--- config.mk ---
export PLATFORM = sky130hd
export DESIGN_NAME = fetch_unit_flat
export DESIGN_NICKNAME = d
export VERILOG_FILES = /design/src/rtl/fetch_unit_if.sv /design/src/rtl/fetch_unit.sv /design/src/flat_wrapper.sv
export SDC_FILE = /design/constraint.sdc
export NUM_CORES = 1
export LEC_CHECK = 0
export ABC_AREA = 1
export CORE_MARGIN = 4
export CORE_UTILIZATION = 37
export DETAILED_ROUTE_END_ITERATION = 8
export PLACE_DENSITY = 0.69
export SYNTH_ARGS = -nofsm -noshare
export SYNTH_HDL_FRONTEND = slang
export SYNTH_SLANG_ARGS = --single-unit
--- constraint.sdc ---
create_clock -name Clk -period 4.1 [get_ports Clk]
set_clock_uncertainty 0.05 [all_clocks]
set_input_delay 0.82 -clock Clk [delete_from_list [all_inputs] [get_ports Clk]]
set_output_delay 0.82 -clock Clk [all_outputs]
set_load 0.01 [all_outputs]
--- src/rtl/fetch_unit_if.sv ---
// Fetch unit control/status bundle.
// The core drives the inputs; the fetch unit drives the PC and status.
interface fetch_unit_if #(
  parameter int PC_W  = 10,
  parameter int CNT_W = 16
);
  logic             Start;
  logic [PC_W-1:0]  StartAddr;
  logic             Stall;
  logic             ConditionalJump;
  logic             BranchAbsOrRel;
  logic [1:0]       BranchConditions;
  logic [7:0]       Target;
  logic             ZeroFlag;
  logic             NegFlag;
  logic             Ack;
  logic [PC_W-1:0]  ProgCtr;
  logic             Running;
  logic             Done;
  logic             BranchTaken;
  logic [CNT_W-1:0] InstrCount;

  modport master (
    output Start, StartAddr, Stall,
    output ConditionalJump, BranchAbsOrRel,
    output BranchConditions, Target,
    output ZeroFlag, NegFlag, Ack,
    input  ProgCtr, Running, Done,
    input  BranchTaken, InstrCount
  );

  modport slave (
    input  Start, StartAddr, Stall,
    input  ConditionalJump, BranchAbsOrRel,
    input  BranchConditions, Target,
    input  ZeroFlag, NegFlag, Ack,
    output ProgCtr, Running, Done,
    output BranchTaken, InstrCount
  );
endinterface

--- src/rtl/fetch_unit.sv ---
// Program counter sequencer: IDLE/RUN/HALT with branches,
// stall, halt acknowledge and a saturating retired count.
module fetch_unit #(
  parameter int PC_W  = 10,
  parameter int CNT_W = 16
) (
  input  logic         Clk,
  input  logic         ResetN,
  fetch_unit_if.slave  bus
);

  typedef enum logic [1:0] {
    IDLE = 2'd0,
    RUN  = 2'd1,
    HALT = 2'd2
  } state_e;

  state_e           state_q, state_d;
  logic [PC_W-1:0]  pc_q, pc_d;
  logic [CNT_W-1:0] cnt_q, cnt_d;
  logic             bt_q, bt_d;

  logic             cond;
  logic             taken;
  logic [PC_W-1:0]  tgt_abs;
  logic [PC_W-1:0]  tgt_rel;
  logic [CNT_W-1:0] cnt_inc;

  always_comb begin
    cond = 1'b0;
    unique case (bus.BranchConditions)
      2'b00: cond = 1'b1;
      2'b01: cond = bus.ZeroFlag;
      2'b10: cond = ~bus.ZeroFlag;
      2'b11: cond = bus.NegFlag;
    endcase
  end

  assign taken   = bus.ConditionalJump & cond;
  assign tgt_abs = {{(PC_W-8){1'b0}}, bus.Target};
  assign tgt_rel = pc_q
                 + {{(PC_W-8){bus.Target[7]}},
                    bus.Target};

  // Counter sticks at all-ones instead of wrapping
  assign cnt_inc = (cnt_q == {CNT_W{1'b1}})
                 ? cnt_q
                 : cnt_q + 1'b1;

  always_comb begin
    state_d = state_q;
    pc_d    = pc_q;
    cnt_d   = cnt_q;
    bt_d    = 1'b0;
    unique case (state_q)
      IDLE, HALT: begin
        if (bus.Start) begin
          pc_d    = bus.StartAddr;
          cnt_d   = '0;
          state_d = RUN;
        end
      end
      RUN: begin
        if (bus.Stall) begin
          bt_d = bt_q;
        end else begin
          cnt_d = cnt_inc;
          bt_d  = taken;
          if (bus.Ack) begin
            state_d = HALT;
          end else if (taken) begin
            pc_d = bus.BranchAbsOrRel
                 ? tgt_rel
                 : tgt_abs;
          end else begin
            pc_d = pc_q + 1'b1;
          end
        end
      end
      default: state_d = IDLE;
    endcase
  end

  always_ff @(posedge Clk or negedge ResetN) begin
    if (!ResetN) begin
      state_q <= IDLE;
      pc_q    <= '0;
      cnt_q   <= '0;
      bt_q    <= 1'b0;
    end else begin
      state_q <= state_d;
      pc_q    <= pc_d;
      cnt_q   <= cnt_d;
      bt_q    <= bt_d;
    end
  end

  assign bus.ProgCtr     = pc_q;
  assign bus.InstrCount  = cnt_q;
  assign bus.BranchTaken = bt_q;
  assign bus.Running     = (state_q == RUN);
  assign bus.Done        = (state_q == HALT);

endmodule

--- src/flat_wrapper.sv ---
// flat-port wrapper written by rule: the top's interface ports become plain ports
module fetch_unit_flat 
#(
  parameter int PC_W  = 10,
  parameter int CNT_W = 16
)
  (Clk, ResetN, bus_Start, bus_StartAddr, bus_Stall, bus_ConditionalJump, bus_BranchAbsOrRel, bus_BranchConditions, bus_Target, bus_ZeroFlag, bus_NegFlag, bus_Ack, bus_ProgCtr, bus_Running, bus_Done, bus_BranchTaken, bus_InstrCount);
  fetch_unit_if #(.PC_W(PC_W), .CNT_W(CNT_W)) bus_i ();
  input  logic Clk;
  input  logic ResetN;
  input wire logic [$bits(bus_i.Start)-1:0] bus_Start;
  input wire logic [$bits(bus_i.StartAddr)-1:0] bus_StartAddr;
  input wire logic [$bits(bus_i.Stall)-1:0] bus_Stall;
  input wire logic [$bits(bus_i.ConditionalJump)-1:0] bus_ConditionalJump;
  input wire logic [$bits(bus_i.BranchAbsOrRel)-1:0] bus_BranchAbsOrRel;
  input wire logic [$bits(bus_i.BranchConditions)-1:0] bus_BranchConditions;
  input wire logic [$bits(bus_i.Target)-1:0] bus_Target;
  input wire logic [$bits(bus_i.ZeroFlag)-1:0] bus_ZeroFlag;
  input wire logic [$bits(bus_i.NegFlag)-1:0] bus_NegFlag;
  input wire logic [$bits(bus_i.Ack)-1:0] bus_Ack;
  output wire logic [$bits(bus_i.ProgCtr)-1:0] bus_ProgCtr;
  output wire logic [$bits(bus_i.Running)-1:0] bus_Running;
  output wire logic [$bits(bus_i.Done)-1:0] bus_Done;
  output wire logic [$bits(bus_i.BranchTaken)-1:0] bus_BranchTaken;
  output wire logic [$bits(bus_i.InstrCount)-1:0] bus_InstrCount;
  assign bus_i.Start = bus_Start;
  assign bus_i.StartAddr = bus_StartAddr;
  assign bus_i.Stall = bus_Stall;
  assign bus_i.ConditionalJump = bus_ConditionalJump;
  assign bus_i.BranchAbsOrRel = bus_BranchAbsOrRel;
  assign bus_i.BranchConditions = bus_BranchConditions;
  assign bus_i.Target = bus_Target;
  assign bus_i.ZeroFlag = bus_ZeroFlag;
  assign bus_i.NegFlag = bus_NegFlag;
  assign bus_i.Ack = bus_Ack;
  assign bus_ProgCtr = bus_i.ProgCtr;
  assign bus_Running = bus_i.Running;
  assign bus_Done = bus_i.Done;
  assign bus_BranchTaken = bus_i.BranchTaken;
  assign bus_InstrCount = bus_i.InstrCount;
  fetch_unit #(.PC_W(PC_W), .CNT_W(CNT_W)) u_core (.Clk(Clk), .ResetN(ResetN), .bus(bus_i));
endmodule
==> impl_metrics.env, run 1 <==
export IMPL_status="completed"
export IMPL_cts_sinks=29
export IMPL_cts_tree="yes"
export IMPL_timing_slew_headroom_pct=63.0
export IMPL_htreeDepth=2
export IMPL_power_internal_mw=0.931
export IMPL_die_w_microns=90.7
export IMPL_reg2reg_to="u_core.bus.ProgCtr[6]"
export IMPL_post_route_cell_area_sq_um=3240
export IMPL_antenna_cells=0
export IMPL_cts_buffers=5
export IMPL_clkLatencyLatePin_ns=0.28
export IMPL_dieArea_sq_um=8220
export IMPL_nFillCells=654
export IMPL_endpoint_kind="primary output"
export IMPL_hold_viol_final=0
export IMPL_place_ws_ns=1.40
export IMPL_hold_depth=2
export IMPL_setup_viol=0
export IMPL_cts_max_path_buffers=2
export IMPL_clk_pin_slew_ns=0.06
export IMPL_r2r_slack_ns=2.10
export IMPL_fmax_mhz=368
export IMPL_globalplace_congestion=0.904
export IMPL_ys_warn_count=0
export IMPL_reg2reg_depth=10
export IMPL_drcViolationCount=0
export IMPL_start_util_pct=39.0
export IMPL_yosysSeqAreaShare_pct=28.7
export IMPL_cts_setup_buffers=0
export IMPL_vias_per_cell=5.13
export IMPL_synth_area_per_cell_sq_um=6.29
export IMPL_drive_gt1_share_pct=5.00
export IMPL_p_seq_share_pct=27.3
export IMPL_fin_ws_ns=1.38
export IMPL_grt_usage_pct=17.2
export IMPL_cp_max_fo=24
export IMPL_dpl_instance_area_sq_um=3150
export IMPL_grt_pass1_vias=2623
export IMPL_via_count=2756
export IMPL_slowest_stage="clkdlybuf4s50_1"
export IMPL_pwr_share_clk_pct=12.1
export IMPL_io_buffers=57
export IMPL_min_from="u_core.bus.InstrCount[15]"
export IMPL_ys_ff_latch=29
export IMPL_p_sw_share_pct=49.7
export IMPL_postCtsHoldBufs=0
export IMPL_start_kind="flip-flop"
export IMPL_crit_buf_inv=2
export IMPL_synth_cells=402
export IMPL_p_leak_nw=1.54
export IMPL_core_area_sq_um=6490
export IMPL_num_rows=29
export IMPL_antenna_left=0
export IMPL_holdWs_ns=0.491
export IMPL_path_delay_family="buffers and inverters"
export IMPL_crit_type="reg -> out"
export IMPL_wl_per_cell_microns=12.5
export IMPL_tightest_slew_ns=0.554
export IMPL_cts_resized=0
export IMPL_maxCapViolations=0
export IMPL_crit_start="u_core.state_q[0]"
export IMPL_syn_nets=443
export IMPL_critical_path_arrival_ns=1.85
export IMPL_root_buffer="clkbuf_8"
export IMPL_path_cells="nand2_4 -> inv_4 -> clkdlybuf4s50_1"
export IMPL_grt_pass1_wl_microns=11900
export IMPL_vdd_drop_max_v=0.000484
export IMPL_powerDensity_nw_per_um2=572
export IMPL_synth_cell_types=34
export IMPL_power_switching_mw=0.920
export IMPL_fin_nets=500
export IMPL_syn_cell_area_sq_um=2530
export IMPL_setup_tns_ns=0
export IMPL_cpPeakStageDelay_ns=0.59
export IMPL_min_to="u_core.bus.InstrCount[15]"
export IMPL_r2r_start="u_core.bus.ProgCtr[0]"
export IMPL_rsz0062_at_grt="no"
export IMPL_final_core_util_pct=49.8
export IMPL_area_growth_pct=27.9
export IMPL_wl_microns=6720
export IMPL_grt_max_degree=30
export IMPL_hpwl_microns=5170
export IMPL_combPwrFrac_pct=60.6
export IMPL_cp_required_ns=3.23
export IMPL_die_h_microns=90.7
export IMPL_slew_violations=0
export IMPL_min_period_ns=2.72
export IMPL_hold_class="reg -> reg"
export IMPL_num_io_pins=58
export IMPL_post_route_period_util_pct=66.2
export IMPL_drtIter0Drc=162
export IMPL_drt_first_pass_iters=4
export IMPL_antenna_found_initial=0
export IMPL_overflow=0
==> per-stage QoR <==
stage | std cells | total power, mW
floorplan | 402 | 1.28
global placement | 529 | 1.61
detailed placement | 529 | 1.63
CTS | 537 | 1.86
global route | 537 | 2.06
finish | 537 | 1.85
==> final cells by class <==
cell class | instances | area [sq um] | area share (%)
multi-input combinational | 329 | 1620 | 49.9
sequential | 29 | 726 | 22.4
timing repair buffer | 58 | 578 | 17.9
inverter | 36 | 138 | 4.25
tap | 77 | 96.3 | 2.98
clock buffer | 6 | 72.6 | 2.24
clock inverter | 2 | 10.0 | 0.309
==> per-layer routing <==
| metal | global-route usage [%] | vias up | routed length [microns] |
|---|---|---|---|
| li1 | - | 1401 | - |
| met1 | 22.6 | 1272 | 3210 |
| met2 | 28.7 | 72 | 3080 |
| met3 | 3.00 | 11 | 334 |
| met4 | 4.97 | 0 | 99 |
| met5 | 0 | - | 0 |
==> cells in the mapped netlist <==
| cell type | count | share of area, % |
|---|---|---|
| nand2_1 | 146 | 22 |
| nor2_1 | 59 | 8.8 |
| nand3_1 | 38 | 7.5 |
| inv_1 | 31 | 4.6 |
| dfrtp_1 | 29 | 29 |
| o21ai_0 | 16 | 3.2 |
| ha_1 | 11 | 5.4 |
| xor2_1 | 10 | 3.5 |
| a21oi_1 | 8 | 1.6 |
| nand4_1 | 7 | 1.7 |
| xnor2_1 | 5 | 1.7 |
| inv_2 | 4 | 0.59 |
| nor3_1 | 4 | 0.79 |
| nand2_4 | 3 | 1.3 |
| o21ai_1 | 3 | 0.59 |
| a31oi_1 | 2 | 0.49 |
| buf_2 | 2 | 0.40 |
| buf_6 | 2 | 0.89 |
| clkbuf_1 | 2 | 0.30 |
| nand2_2 | 2 | 0.49 |
| nand3b_1 | 2 | 0.59 |
| o211ai_1 | 2 | 0.59 |
| o31ai_1 | 2 | 0.59 |
| or2_2 | 2 | 0.49 |
| a31o_2 | 1 | 0.35 |
| and3_1 | 1 | 0.25 |
| buf_1 | 1 | 0.15 |
| buf_4 | 1 | 0.30 |
| fa_1 | 1 | 0.79 |
| inv_4 | 1 | 0.25 |
| nor2_4 | 1 | 0.45 |
| nor3_2 | 1 | 0.40 |
| nor3b_1 | 1 | 0.30 |
| o21bai_1 | 1 | 0.30 |
==> worst reg2reg max path, cell delays in order (launching register included) <==
cell	delay (ns)
dfrtp_1	0.49
ha_1	0.31
fa_1	0.41
nand3_1	0.10
nand2_1	0.11
nand3_1	0.11
nand3b_1	0.08
nand3_1	0.09
nand2_1	0.05
nand2_1	0.05
nand2_1	0.04
==> cells in the final DEF (no fill, tap or decap), drive strengths merged <==
cell,count
o211ai,2
ha,11
buf,1
xnor2,5
nor2,60
nand4,7
a31oi,2
nor3,5
o21bai,1
o21ai,19
nand3b,2
inv,36
xor2,10
and3,1
a31o,1
clkdlybuf4s50,57
or2,2
nand2,151
nor3b,1
clkbuf,6
fa,1
nand3,38
a21oi,8
dfrtp,29
o31ai,2
clkinv,2
==> registers in the layout, indices dropped and copies added, names as in the netlist <==
signal and flops:
u_core.bus.ProgCtr 10, u_core.state_q 2, u_core.bus.BranchTaken 1, u_core.bus.InstrCount 16
==> worst max-delay path by stage <==
stage / end / slack (ns) / cells after the start
detailed placement: u_core.bus.ProgCtr[6] / 1.40 / 11
floorplan: u_core.bus.ProgCtr[4] / 1.98 / 9
global placement: u_core.bus.ProgCtr[4] / 1.42 / 10
CTS: bus_Running / 1.39 / 3
finish: bus_Running / 1.38 / 3
global route: bus_Running / 1.27 / 3
==> power by group through the flow <==
stage,sequential [mW],clock [mW],combinational (mW)
3_5_place_dp,0.511,0,1.12
3_3_place_gp,0.507,0,1.10
5_1_grt,0.524,0.247,1.29
4_1_cts,0.507,0.231,1.13
6_report,0.505,0.224,1.12
2_1_floorplan,0.498,0,0.786
==> cells by family after synthesis <==
group	synth area share (%)
and+or+nand+nor	44.8
buffers and inverters	7.47
AOI/OAI and AO/OA	7.67
DFF	28.7
xor gates and xnor gates	5.19
adders and majority gates	6.23
No activity file was read; power rests on OpenSTA's default activity.
==> run 2: changes to the inputs <==
--- a/config.mk
+++ b/config.mk
@@ -9,7 +9,7 @@
 export CORE_MARGIN = 4
 export CORE_UTILIZATION = 37
 export DETAILED_ROUTE_END_ITERATION = 8
-export PLACE_DENSITY = 0.69
+export PLACE_DENSITY = 0.71
 export SYNTH_ARGS = -nofsm -noshare
 export SYNTH_HDL_FRONTEND = slang
 export SYNTH_SLANG_ARGS = --single-unit
==> constraint.sdc (replaced) <==
create_clock -name Clk -period 2.2 [get_ports Clk]
set_clock_uncertainty 0.05 [all_clocks]
set_input_delay 0.44 -clock Clk [delete_from_list [all_inputs] [get_ports Clk]]
set_output_delay 0.44 -clock Clk [all_outputs]
set_load 0.01 [all_outputs]
==> impl_metrics.env, run 2 (synthesis results as in run 1) <==
export IMPL_power_switching_mw=1.77
export IMPL_fmax_mhz=488
export IMPL_slew_violations=0
export IMPL_reg2reg_depth=9
export IMPL_critical_path_arrival_ns=2.18
export IMPL_vias_per_cell=5.00
export IMPL_crit_type="in -> reg"
export IMPL_cts_max_path_buffers=2
export IMPL_clkLatencyLatePin_ns=0.28
export IMPL_cp_max_fo=3
export IMPL_setup_tns_ns=0
export IMPL_cts_setup_buffers=0
export IMPL_antenna_left=0
export IMPL_cts_sinks=29
export IMPL_p_leak_nw=1.62
export IMPL_core_area_sq_um=6490
export IMPL_pwr_share_clk_pct=13.3
export IMPL_cts_buffers=5
export IMPL_via_count=2755
export IMPL_start_util_pct=39.0
export IMPL_antenna_cells=0
export IMPL_globalplace_congestion=0.963
export IMPL_p_seq_share_pct=24.6
export IMPL_powerDensity_nw_per_um2=1100
export IMPL_layout_commonest_cell="nand2_1"
export IMPL_path_cells="clkdlybuf4s50_1 -> ha_1 -> fa_1 -> nand3_1 -> nand2_1 -> xor2_1 -> nor2_1 -> o21ai_0 -> nand2_1 -> nand2_1"
export IMPL_status="completed"
export IMPL_num_io_pins=58
export IMPL_cpPeakStageDelay_ns=0.43
export IMPL_p_sw_share_pct=47.9
export IMPL_timing_slew_headroom_pct=64.1
export IMPL_die_w_microns=90.7
export IMPL_setup_viol=0
export IMPL_drive_gt1_share_pct=8.02
export IMPL_path_delay_family="adder cells"
export IMPL_p_total_mw=3.69
export IMPL_dieArea_sq_um=8220
export IMPL_die_h_microns=90.7
export IMPL_drtIter0Drc=202
export IMPL_slowest_stage="clkdlybuf4s50_1"
export IMPL_cp_required_ns=2.33
export IMPL_drcViolationCount=0
export IMPL_power_internal_mw=1.92
export IMPL_cts_resized=0
export IMPL_grt_pass1_vias=2598
export IMPL_place_inst=543
export IMPL_io_buffers=57
export IMPL_final_cell_mix="nand2_1, nor2_1, clkdlybuf4s50_1, nand3_1, inv_1"
export IMPL_hold_depth=2
export IMPL_nFillCells=656
export IMPL_wl_per_cell_microns=12.7
export IMPL_vdd_drop_max_v=0.000672
export IMPL_maxCapViolations=0
export IMPL_crit_buf_inv=1
export IMPL_htreeDepth=2
export IMPL_largest_reg_flops=16
export IMPL_cp_depth=10
export IMPL_root_buffer="clkbuf_8"
export IMPL_overflow=0
export IMPL_drt_first_pass_iters=4
export IMPL_combPwrFrac_pct=62.2
export IMPL_postCtsHoldBufs=0
export IMPL_cts_tree="yes"
export IMPL_final_cells=551
export IMPL_endpoint_kind="flip-flop"
export IMPL_grt_pass1_wl_microns=12000
export IMPL_cp_common_cell="nand2_1"
export IMPL_num_rows=29
export IMPL_r2r_slack_ns=0.33
export IMPL_grt_max_degree=30
export IMPL_min_period_ns=2.05
export IMPL_holdWs_ns=0.482
export IMPL_wl_microns=7020
export IMPL_rsz0062_at_grt="no"
export IMPL_grt_usage_pct=17.5
export IMPL_antenna_found_initial=0
export IMPL_hold_viol_final=0
export IMPL_post_route_period_util_pct=93.1
export IMPL_tightest_slew_ns=0.535
export IMPL_start_kind="input port"
export IMPL_hold_class="reg -> reg"
export IMPL_hpwl_microns=5480
export IMPL_clk_pin_slew_ns=0.07
export IMPL_fin_nets=514
export IMPL_area_growth_pct=32.8
run 2: power by group through the flow:
stage               combinational, mW  clock [mW]  sequential, mW
global placement                 2.23           0           0.912
CTS                              2.29       0.502           0.908
global route                     2.60       0.527           0.937
finish                           2.30       0.490           0.908
detailed placement               2.29           0           0.919
floorplan                        1.46           0           0.928
run 2: per-layer routing:
layer | vias to the layer above | routed length [microns] | global-route usage [%]
li1 | 1431 | - | -
met1 | 1247 | 3280 | 23.2
met2 | 70 | 3280 | 29.3
met3 | 7 | 394 | 2.92
met4 | 0 | 75 | 4.72
met5 | - | 0 | 0
run 2: final cells by class:
cell class,instances,area [sq um],area share [%]
Clock inverter,1,5.00,0.149
Multi-Input combinational cell,329,1620,48.1
Timing Repair Buffer,72,683,20.3
Clock buffer,7,96.3,2.87
Sequential cell,29,726,21.6
Inverter,36,138,4.10
Tap cell,77,96.3,2.87
run 2: per-stage QoR:
stage	setup WS [ns]	instance area (sq um)	util [%]
after floorplan	0.365	2530	-
after global placement	-0.0682	3260	50.2
after detailed placement	-0.120	3260	50.2
after CTS	0.167	3360	51.7
after global routing	0.00754	3360	51.7
final	0.152	3360	51.7
run 2: worst paths after layout:
check                                            start                        to
worst max-delay path                     bus_Target[0]     u_core.bus.ProgCtr[4]
worst min-delay path            u_core.bus.BranchTaken    u_core.bus.BranchTaken
worst max register to register   u_core.bus.ProgCtr[0]     u_core.bus.ProgCtr[4]
worst min register to register  u_core.bus.BranchTaken    u_core.bus.BranchTaken
max in group asynchronous                       ResetN  u_core.bus.InstrCount[0]
min in group asynchronous                       ResetN     u_core.bus.ProgCtr[1]
run 2: worst reg2reg max path, cell delays in order, from the launching register on:
cell,delay [ns]
dfrtp_1,0.40
ha_1,0.24
fa_1,0.42
nand3_1,0.10
nand2_1,0.12
xor2_1,0.17
nor2_1,0.08
o21ai_0,0.08
nand2_1,0.07
nand2_1,0.05
==> run 3: changes to the inputs <==
--- a/config.mk
+++ b/config.mk
@@ -9,7 +9,7 @@
 export CORE_MARGIN = 4
 export CORE_UTILIZATION = 37
 export DETAILED_ROUTE_END_ITERATION = 8
-export PLACE_DENSITY = 0.71
+export PLACE_DENSITY = 0.69
 export SYNTH_ARGS = -nofsm -noshare
 export SYNTH_HDL_FRONTEND = slang
 export SYNTH_SLANG_ARGS = --single-unit
==> constraint.sdc (replaced) <==
create_clock -name Clk -period 2.6 [get_ports Clk]
set_clock_uncertainty 0.05 [all_clocks]
set_input_delay 0.52 -clock Clk [delete_from_list [all_inputs] [get_ports Clk]]
set_output_delay 0.52 -clock Clk [all_outputs]
set_load 0.01 [all_outputs]
==> impl_metrics.env, run 3 (synthesis results as in run 1) <==
export IMPL_cts_setup_buffers=0
export IMPL_drive_gt1_share_pct=5.62
export IMPL_clk_pin_slew_ns=0.07
export IMPL_path_cells="nand2_4 -> inv_4 -> clkdlybuf4s50_1"
export IMPL_min_period_ns=2.25
export IMPL_drcViolationCount=0
export IMPL_powerDensity_nw_per_um2=905
export IMPL_grt_pass1_wl_microns=12100
export IMPL_cpPeakStageDelay_ns=0.55
export IMPL_die_h_microns=90.7
export IMPL_setup_tns_ns=0
export IMPL_grt_usage_pct=17.7
export IMPL_path_delay_family="buffers and inverters"
export IMPL_status="completed"
export IMPL_largest_reg_flops=16
export IMPL_hold_viol_final=0
export IMPL_hpwl_microns=5350
export IMPL_fin_ws_ns=0.346
export IMPL_clkLatencyLatePin_ns=0.28
export IMPL_hold_class="reg -> reg"
export IMPL_antenna_found_initial=0
export IMPL_via_count=2734
export IMPL_wl_per_cell_microns=12.9
export IMPL_fmax_mhz=444
export IMPL_drt_first_pass_iters=4
export IMPL_drtIter0Drc=176
export IMPL_grt_max_degree=30
export IMPL_fin_nets=503
export IMPL_r2r_slack_ns=0.55
export IMPL_register_area_sq_um=726
export IMPL_maxCapViolations=0
export IMPL_reg2reg_to="u_core.bus.ProgCtr[4]"
export IMPL_slowest_stage="clkdlybuf4s50_1"
export IMPL_final_core_util_pct=50.2
export IMPL_rsz0062_at_grt="no"
export IMPL_dieArea_sq_um=8220
export IMPL_crit_end="bus_Running"
export IMPL_setup_viol=0
export IMPL_endpoint_kind="primary output"
export IMPL_reg2reg_depth=9
export IMPL_crit_type="reg -> out"
export IMPL_wl_microns=6950
export IMPL_grt_pass1_vias=2597
export IMPL_antenna_cells=0
export IMPL_timing_slew_headroom_pct=65.1
export IMPL_crit_start="u_core.state_q[0]"
export IMPL_vdd_drop_max_v=0.000542
export IMPL_r2r_start="u_core.bus.ProgCtr[0]"
export IMPL_holdWs_ns=0.497
export IMPL_post_route_cell_area_sq_um=3260
export IMPL_cts_resized=0
export IMPL_antenna_left=0
export IMPL_crit_buf_inv=2
export IMPL_multi_input_area_sq_um=1620
export IMPL_globalplace_congestion=0.908
export IMPL_cp_max_fo=19
export IMPL_dpl_instance_area_sq_um=3180
export IMPL_area_growth_pct=28.8
export IMPL_cp_required_ns=2.03
export IMPL_place_ws_ns=0.170
export IMPL_overflow=0
export IMPL_cts_max_path_buffers=2
export IMPL_vias_per_cell=5.06
export IMPL_postCtsHoldBufs=0
export IMPL_p_leak_nw=1.55
export IMPL_num_rows=29
export IMPL_htreeDepth=2
export IMPL_start_kind="flip-flop"
export IMPL_num_io_pins=58
export IMPL_io_buffers=57
export IMPL_tightest_slew_ns=0.520
export IMPL_nFillCells=663
export IMPL_die_w_microns=90.7
export IMPL_cts_tree="yes"
export IMPL_slew_violations=0
export IMPL_start_util_pct=39.0
export IMPL_critical_path_arrival_ns=1.68
export IMPL_root_buffer="clkbuf_8"
export IMPL_final_cell_mix="nand2_1, nor2_1, clkdlybuf4s50_1, nand3_1, inv_1"
export IMPL_cts_sinks=29
export IMPL_cp_depth=3
export IMPL_post_route_period_util_pct=86.7
export IMPL_cts_buffers=5
export IMPL_core_area_sq_um=6490
export IMPL_layout_commonest_cell="nand2_1"
==> run 3: cell count changes in the layout (fill, tap and decap cells not counted), sizes merged <==
cell,previous run,this run
clkinv,1,2
clkbuf,7,6
buf,15,4
==> run 3: layer usage <==
metal	up-vias	wire [microns]	GRT usage, %
met2	63	3190	29.3
met1	1251	3360	23.6
met4	0	96	4.85
li1	1412	-	-
met3	8	296	3.25
met5	-	0	0
==> run 3: worst min path at each step <==
stage                               from  slack [ns]  cells after the start                        end
3_5_place_dp      u_core.bus.BranchTaken        0.47                      2     u_core.bus.BranchTaken
5_1_grt        u_core.bus.InstrCount[15]        0.54                      2  u_core.bus.InstrCount[15]
6_report          u_core.bus.BranchTaken        0.50                      2     u_core.bus.BranchTaken
3_3_place_gp      u_core.bus.BranchTaken        0.47                      2     u_core.bus.BranchTaken
4_1_cts           u_core.bus.BranchTaken        0.50                      2     u_core.bus.BranchTaken
2_1_floorplan                     ResetN        0.17                      0     u_core.bus.BranchTaken
==> run 3: where the power goes <==
group	total [mW]	internal, mW	switching (mW)
clock network	0.362	0.185	0.177
registers	0.796	0.571	0.226
logic	1.79	0.730	1.06
==> run 3: layout make-up <==
class / count / share of cell area, %
clock inverters: 2 / 0.307
repair buffers: 61 / 18.4
inverters: 36 / 4.22
flip-flops and latches: 29 / 22.3
well taps: 77 / 2.96
clock buffers: 6 / 2.23
multi-input cells: 329 / 49.6
==> run 3: worst min-delay path, cell delays in order (launching register included) <==
cell	delay [ns]
dfrtp_1	0.37
nand3_1	0.08
o31ai_1	0.06
==> run 3: metrics by stage <==
stage / power (mW) / std cells
2_1_floorplan: 2.02 / 402
3_3_place_gp: 2.57 / 532
3_5_place_dp: 2.61 / 532
4_1_cts: 2.97 / 540
5_1_grt: 3.28 / 540
6_report: 2.95 / 540
==> RTL change 1: new RTL, config.mk and constraints of run 2 <==
`CNT_W` is set to 16 in 3 places; all go to 32.
--- a/src/rtl/fetch_unit_if.sv
+++ b/src/rtl/fetch_unit_if.sv
@@ -2,7 +2,7 @@
 // The core drives the inputs; the fetch unit drives the PC and status.
 interface fetch_unit_if #(
   parameter int PC_W  = 10,
-  parameter int CNT_W = 16
+  parameter int CNT_W = 32
 );
   logic             Start;
   logic [PC_W-1:0]  StartAddr;
--- a/src/rtl/fetch_unit.sv
+++ b/src/rtl/fetch_unit.sv
@@ -2,7 +2,7 @@
 // stall, halt acknowledge and a saturating retired count.
 module fetch_unit #(
   parameter int PC_W  = 10,
-  parameter int CNT_W = 16
+  parameter int CNT_W = 32
 ) (
   input  logic         Clk,
   input  logic         ResetN,
--- a/src/flat_wrapper.sv
+++ b/src/flat_wrapper.sv
@@ -2,7 +2,7 @@
 module fetch_unit_flat 
 #(
   parameter int PC_W  = 10,
-  parameter int CNT_W = 16
+  parameter int CNT_W = 32
 )
   (Clk, ResetN, bus_Start, bus_StartAddr, bus_Stall, bus_ConditionalJump, bus_BranchAbsOrRel, bus_BranchConditions, bus_Target, bus_ZeroFlag, bus_NegFlag, bus_Ack, bus_ProgCtr, bus_Running, bus_Done, bus_BranchTaken, bus_InstrCount);
   fetch_unit_if #(.PC_W(PC_W), .CNT_W(CNT_W)) bus_i ();
Ports: changed (resized bus_InstrCount); port bits go from 58 to 74. No check against the original RTL was run, so the function may have changed too.
==> RTL change 1 against run 2 <==
Worst setup slack lost 49 ps; sequential cell count increased by 16; synthesized area rose by 49%; global-route usage rose by 1.3 points; routed wire length is 55% higher; cell area up 43%; final cell count increased by 51%; power grew 15%; critical path type is now flip-flop to output port.
==> RTL change 1: results (changes against run 2) <==
gp_congestion: 0.9191  # was 0.9628
grt_pass1_vias: 3707  # was 2598
synth-adder-area-share_pct: 4.193  # was 6.231%
worstHoldPathType: "primary input to asynchronous set/reset pin"  # was flip-flop to flip-flop
multi_input_gates: 493  # was 329
multi_input_area_um2: 2291  # was 1615 µm²
largest_reg_flops: 32  # was 16
startpoint: "u_core.state_q[0]"  # was bus_Target[0]
outcome: "completed"  # unchanged
rr_startpoint: "u_core.bus.InstrCount[1]"  # was u_core.bus.ProgCtr[0]
place_area_um2: 4705  # was 3258 µm²
slew_headroom_pct: 63.10  # was 64.08%
synth_xor_area_share_pct: 2.097  # was 5.193%
first_pass_iters: 5  # was 4
synth.area.top_cells: "dfrtp_1 30%, nand2_1 23%, nand3_1 8.8%"  # was dfrtp_1 29%, nand2_1 22%, nor2_1 8.8%
synthTopCellsByCount: "231 x nand2_1, 86 x nor2_1, 66 x nand3_1"  # was 146 x nand2_1, 59 x nor2_1, 38 x nand3_1
ff_latch_area_um2: 1126  # was 725.7 µm²
reg2reg_depth: 11  # was 9
signal_buffers: 89  # was 72
io_buffers: 73  # was 57
seq_cells: 45  # was 29
track_usage_pct: 18.83  # was 17.51%
grt_max_degree: 32  # was 30
dpl.hpwl_um: 8597  # was 5478 µm
drtIter0Drc: 214  # was 202
inv_count: 64  # was 36
path_max_fanout: 8  # was 3
reg2reg_slack_ps: 210  # was 330 ps
vias: 4165  # was 2755
finalNetCount: 739  # was 514
vdd_drop_max_mv: 0.6119  # was 0.6717 mV
worstPathArrival_ps: 1610  # was 2180 ps
antennaDiodeCount: 0  # unchanged
power.leakage_uw: 0.002123  # was 0.001618 µW
synth_cell_types: 31  # was 34
n_fill_cell: 1021  # was 656
placed_cells: 824  # was 543
fin_cells: 831  # was 551
routed_wl_um: 10910  # was 7021 µm
yosysSeqAreaShare_pct: 29.95  # was 28.68%
holdWs_ps: 66.79  # was 481.6 ps
synth_compound_area_share_pct: 8.120  # was 7.666%
start_kind: "flip-flop"  # was primary input
pwr-share-comb_pct: 59.8  # was 62.2%
grt_pass1_wl_um: 18020  # was 11990 µm
regToRegEndpoint: "u_core.bus.InstrCount[5]"  # was u_core.bus.ProgCtr[4]
RTL change 1: cell count changes in the layout (fill, tap and decap cells not counted), sizes merged, moves of 11 or more:
| cell | before | now |
|---|---|---|
| nand3 | 38 | 68 |
| inv | 36 | 64 |
| clkdlybuf4s50 | 57 | 72 |
| nor3 | 5 | 16 |
| o21ai | 19 | 34 |
| nand2 | 151 | 232 |
| nor2 | 60 | 87 |
| dfrtp | 29 | 45 |
RTL change 1: what timing repair did:
item,in CTS,in global routing
hold buffers,0,0
gates resized for setup,0,1
setup endpoints to repair,0,5
RTL change 1: worst max-delay path by stage:
stage | slack, ps | to | cells past startpoint
detailed placement | -140 | u_core.bus.ProgCtr[8] | 11
CTS | 80 | bus_Running | 3
finish | 100 | bus_Running | 3
global placement | -70 | u_core.bus.ProgCtr[8] | 11
floorplan | 380 | u_core.bus.ProgCtr[4] | 10
global route | 10 | bus_Running | 3
RTL change 1: metal layers:
layer | GRT usage, % | wire length (µm)
met2 | 28.86 | 4880
met4 | 5.500 | 206
met1 | 27.36 | 5224
met3 | 2.901 | 595
met5 | 0 | 0
RTL change 1: power by group through the flow:
stage / sequential [µW] / combinational [µW] / clock, µW
floorplan: 1210 / 1680 / 0
global placement: 1200 / 2480 / 0
detailed placement: 1200 / 2530 / 0
CTS: 1190 / 2540 / 534
global route: 1210 / 2870 / 566
finish: 1190 / 2540 / 522
RTL change 1: per-stage QoR:
step	total power (µW)	setup slack [ps]	util, %	TNS, ps
floorplan	2895	376.6	-	0
global placement	3675	-67.70	47.91	-138.2
detailed placement	3725	-135.3	47.91	-380.3
CTS	4260	76.38	48.79	0
global route	4653	12.50	48.82	0
finish	4253	103.2	48.82	0
RTL change 1: critical path: stages (launching register included):
cell	delay [ps]
dfrtp_1	400
inv_1	80
nor2_4	240
clkdlybuf4s50_1	590
==> RTL change 2: new RTL, config.mk and constraints of run 2 <==
Made on the original files. Encoding of `state_e`: now one-hot (3 bits for 3 states).
--- a/src/rtl/fetch_unit.sv
+++ b/src/rtl/fetch_unit.sv
@@ -9,10 +9,10 @@
   fetch_unit_if.slave  bus
 );
 
-  typedef enum logic [1:0] {
-    IDLE = 2'd0,
-    RUN  = 2'd1,
-    HALT = 2'd2
+  typedef enum logic [2:0] {
+    IDLE = 3'b001,
+    RUN  = 3'b010,
+    HALT = 3'b100
   } state_e;
 
   state_e           state_q, state_d;
Function: no difference found for any inputs over 10 cycles, from zero or initial values and one cycle with ResetN low; not proved beyond that.
==> RTL change 2 against run 2 <==
Via count rose by 3.0%; worst setup slack got worse by 53 ps; combinational power fell by 8%; cell area rose by 4.2%; sequential cell count rose by 1; routed wire length rose by 5.9%; synthesized area rose by 5.1%; sequential power barely moved; power fell by 3.9%; die area rose by 4.6%; hold slack got worse by 17 ps; critical path type is now flip-flop to output port; largest power group unchanged.
==> RTL change 2: results (changes against run 2) <==
wl_met2_um: 3390  # was 3276 µm
worstPathArrival_ps: 1610  # was 2180 ps
outcome: "completed"  # unchanged
critPathMaxStageDelay_ps: 550  # was 430 ps
synth.area.top_cells: "dfrtp_1 27%, nand2_1 19%, nor2_1 7.9%"  # was dfrtp_1 29%, nand2_1 22%, nor2_1 8.8%
min_delay_worst_endpoint: "u_core.bus.BranchTaken"  # unchanged
grt_max_degree: 31  # was 30
routed_wl_um: 7437  # was 7021 µm
synthTopCellsByCount: "135 x nand2_1, 56 x nor2_1, 40 x inv_1"  # was 146 x nand2_1, 59 x nor2_1, 38 x nand3_1
vdd_drop_max_mv: 0.4270  # was 0.6717 mV
n_fill_cell: 705  # was 656
path_max_fanout: 11  # was 3
startpoint: "u_core.state_q[2]"  # was bus_Target[0]
first_pass_iters: 5  # was 4
dpl.hpwl_um: 5749  # was 5478 µm
power.leakage_uw: 0.001613  # was 0.001618 µW
power_uw: 3549  # was 3694 µW
use_met3_pct: 4.224  # was 2.917%
viasPerCell: 4.908  # was 5.000
fin_crit_sh_pct: 95.47  # was 93.08%
critPathTopFamily: "buffers and inverters"  # was adder cells
p_int_uw: 1841  # was 1924 µW
seq_power_share_pct: 25.6  # was 24.6%
gp_congestion: 0.9274  # was 0.9628
m1WireLength_um: 3623  # was 3275 µm
finalNetCount: 522  # was 514
track_usage_pct: 17.93  # was 17.51%
drive_above_1_share_pct: 9.336  # was 8.017%
drtIter0Drc: 109  # was 202
routed-wl-met3_um: 385  # was 394 µm
pwr-share-comb_pct: 59.5  # was 62.2%
synthesis.nets: 456  # was 443
crit_end: "bus_Running"  # was u_core.bus.ProgCtr[4]
slew_headroom_pct: 64.88  # was 64.08%
yosysSeqAreaShare_pct: 28.28  # was 28.68%
placed_cells: 570  # was 543
place_area_um2: 3378  # was 3258 µm²
holdWs_ps: 464.9  # was 481.6 ps
grt_use_met1_pct: 23.98  # was 23.22%
## RTL change 2: cell types whose count changed in the layout (fill, tap and decap cells not counted), sizes merged, moves of 4 or more
cell | run 2 | this run
nand2 | 151 | 138
inv | 36 | 46
o21ai | 19 | 28
a21oi | 8 | 13
nor3 | 5 | 10
buf | 15 | 11
## RTL change 2: area by class of cell
| type | instances | area, µm² | area share (%) |
|---|---|---|---|
| multi-input cells | 330 | 1685 | 48.14 |
| flip-flops and latches | 30 | 752.0 | 21.48 |
| repair buffers | 68 | 653.1 | 18.66 |
| inverters | 46 | 180.2 | 5.147 |
| well taps | 96 | 120.1 | 3.431 |
| clock buffers | 8 | 110.1 | 3.145 |
## RTL change 2: logic make-up after synthesis
family | Yosys count | synth area share (%)
simple gates | 258 | 42.45
buf+inv | 55 | 8.612
compound gates | 46 | 10.12
flops | 30 | 28.28
xor+xnor | 14 | 4.612
fa+ha+maj | 12 | 5.929
## RTL change 2: what timing repair did
action,CTS,global route
setup endpoints to repair,1,1
gates resized for setup,1,2
pin swaps,0,0
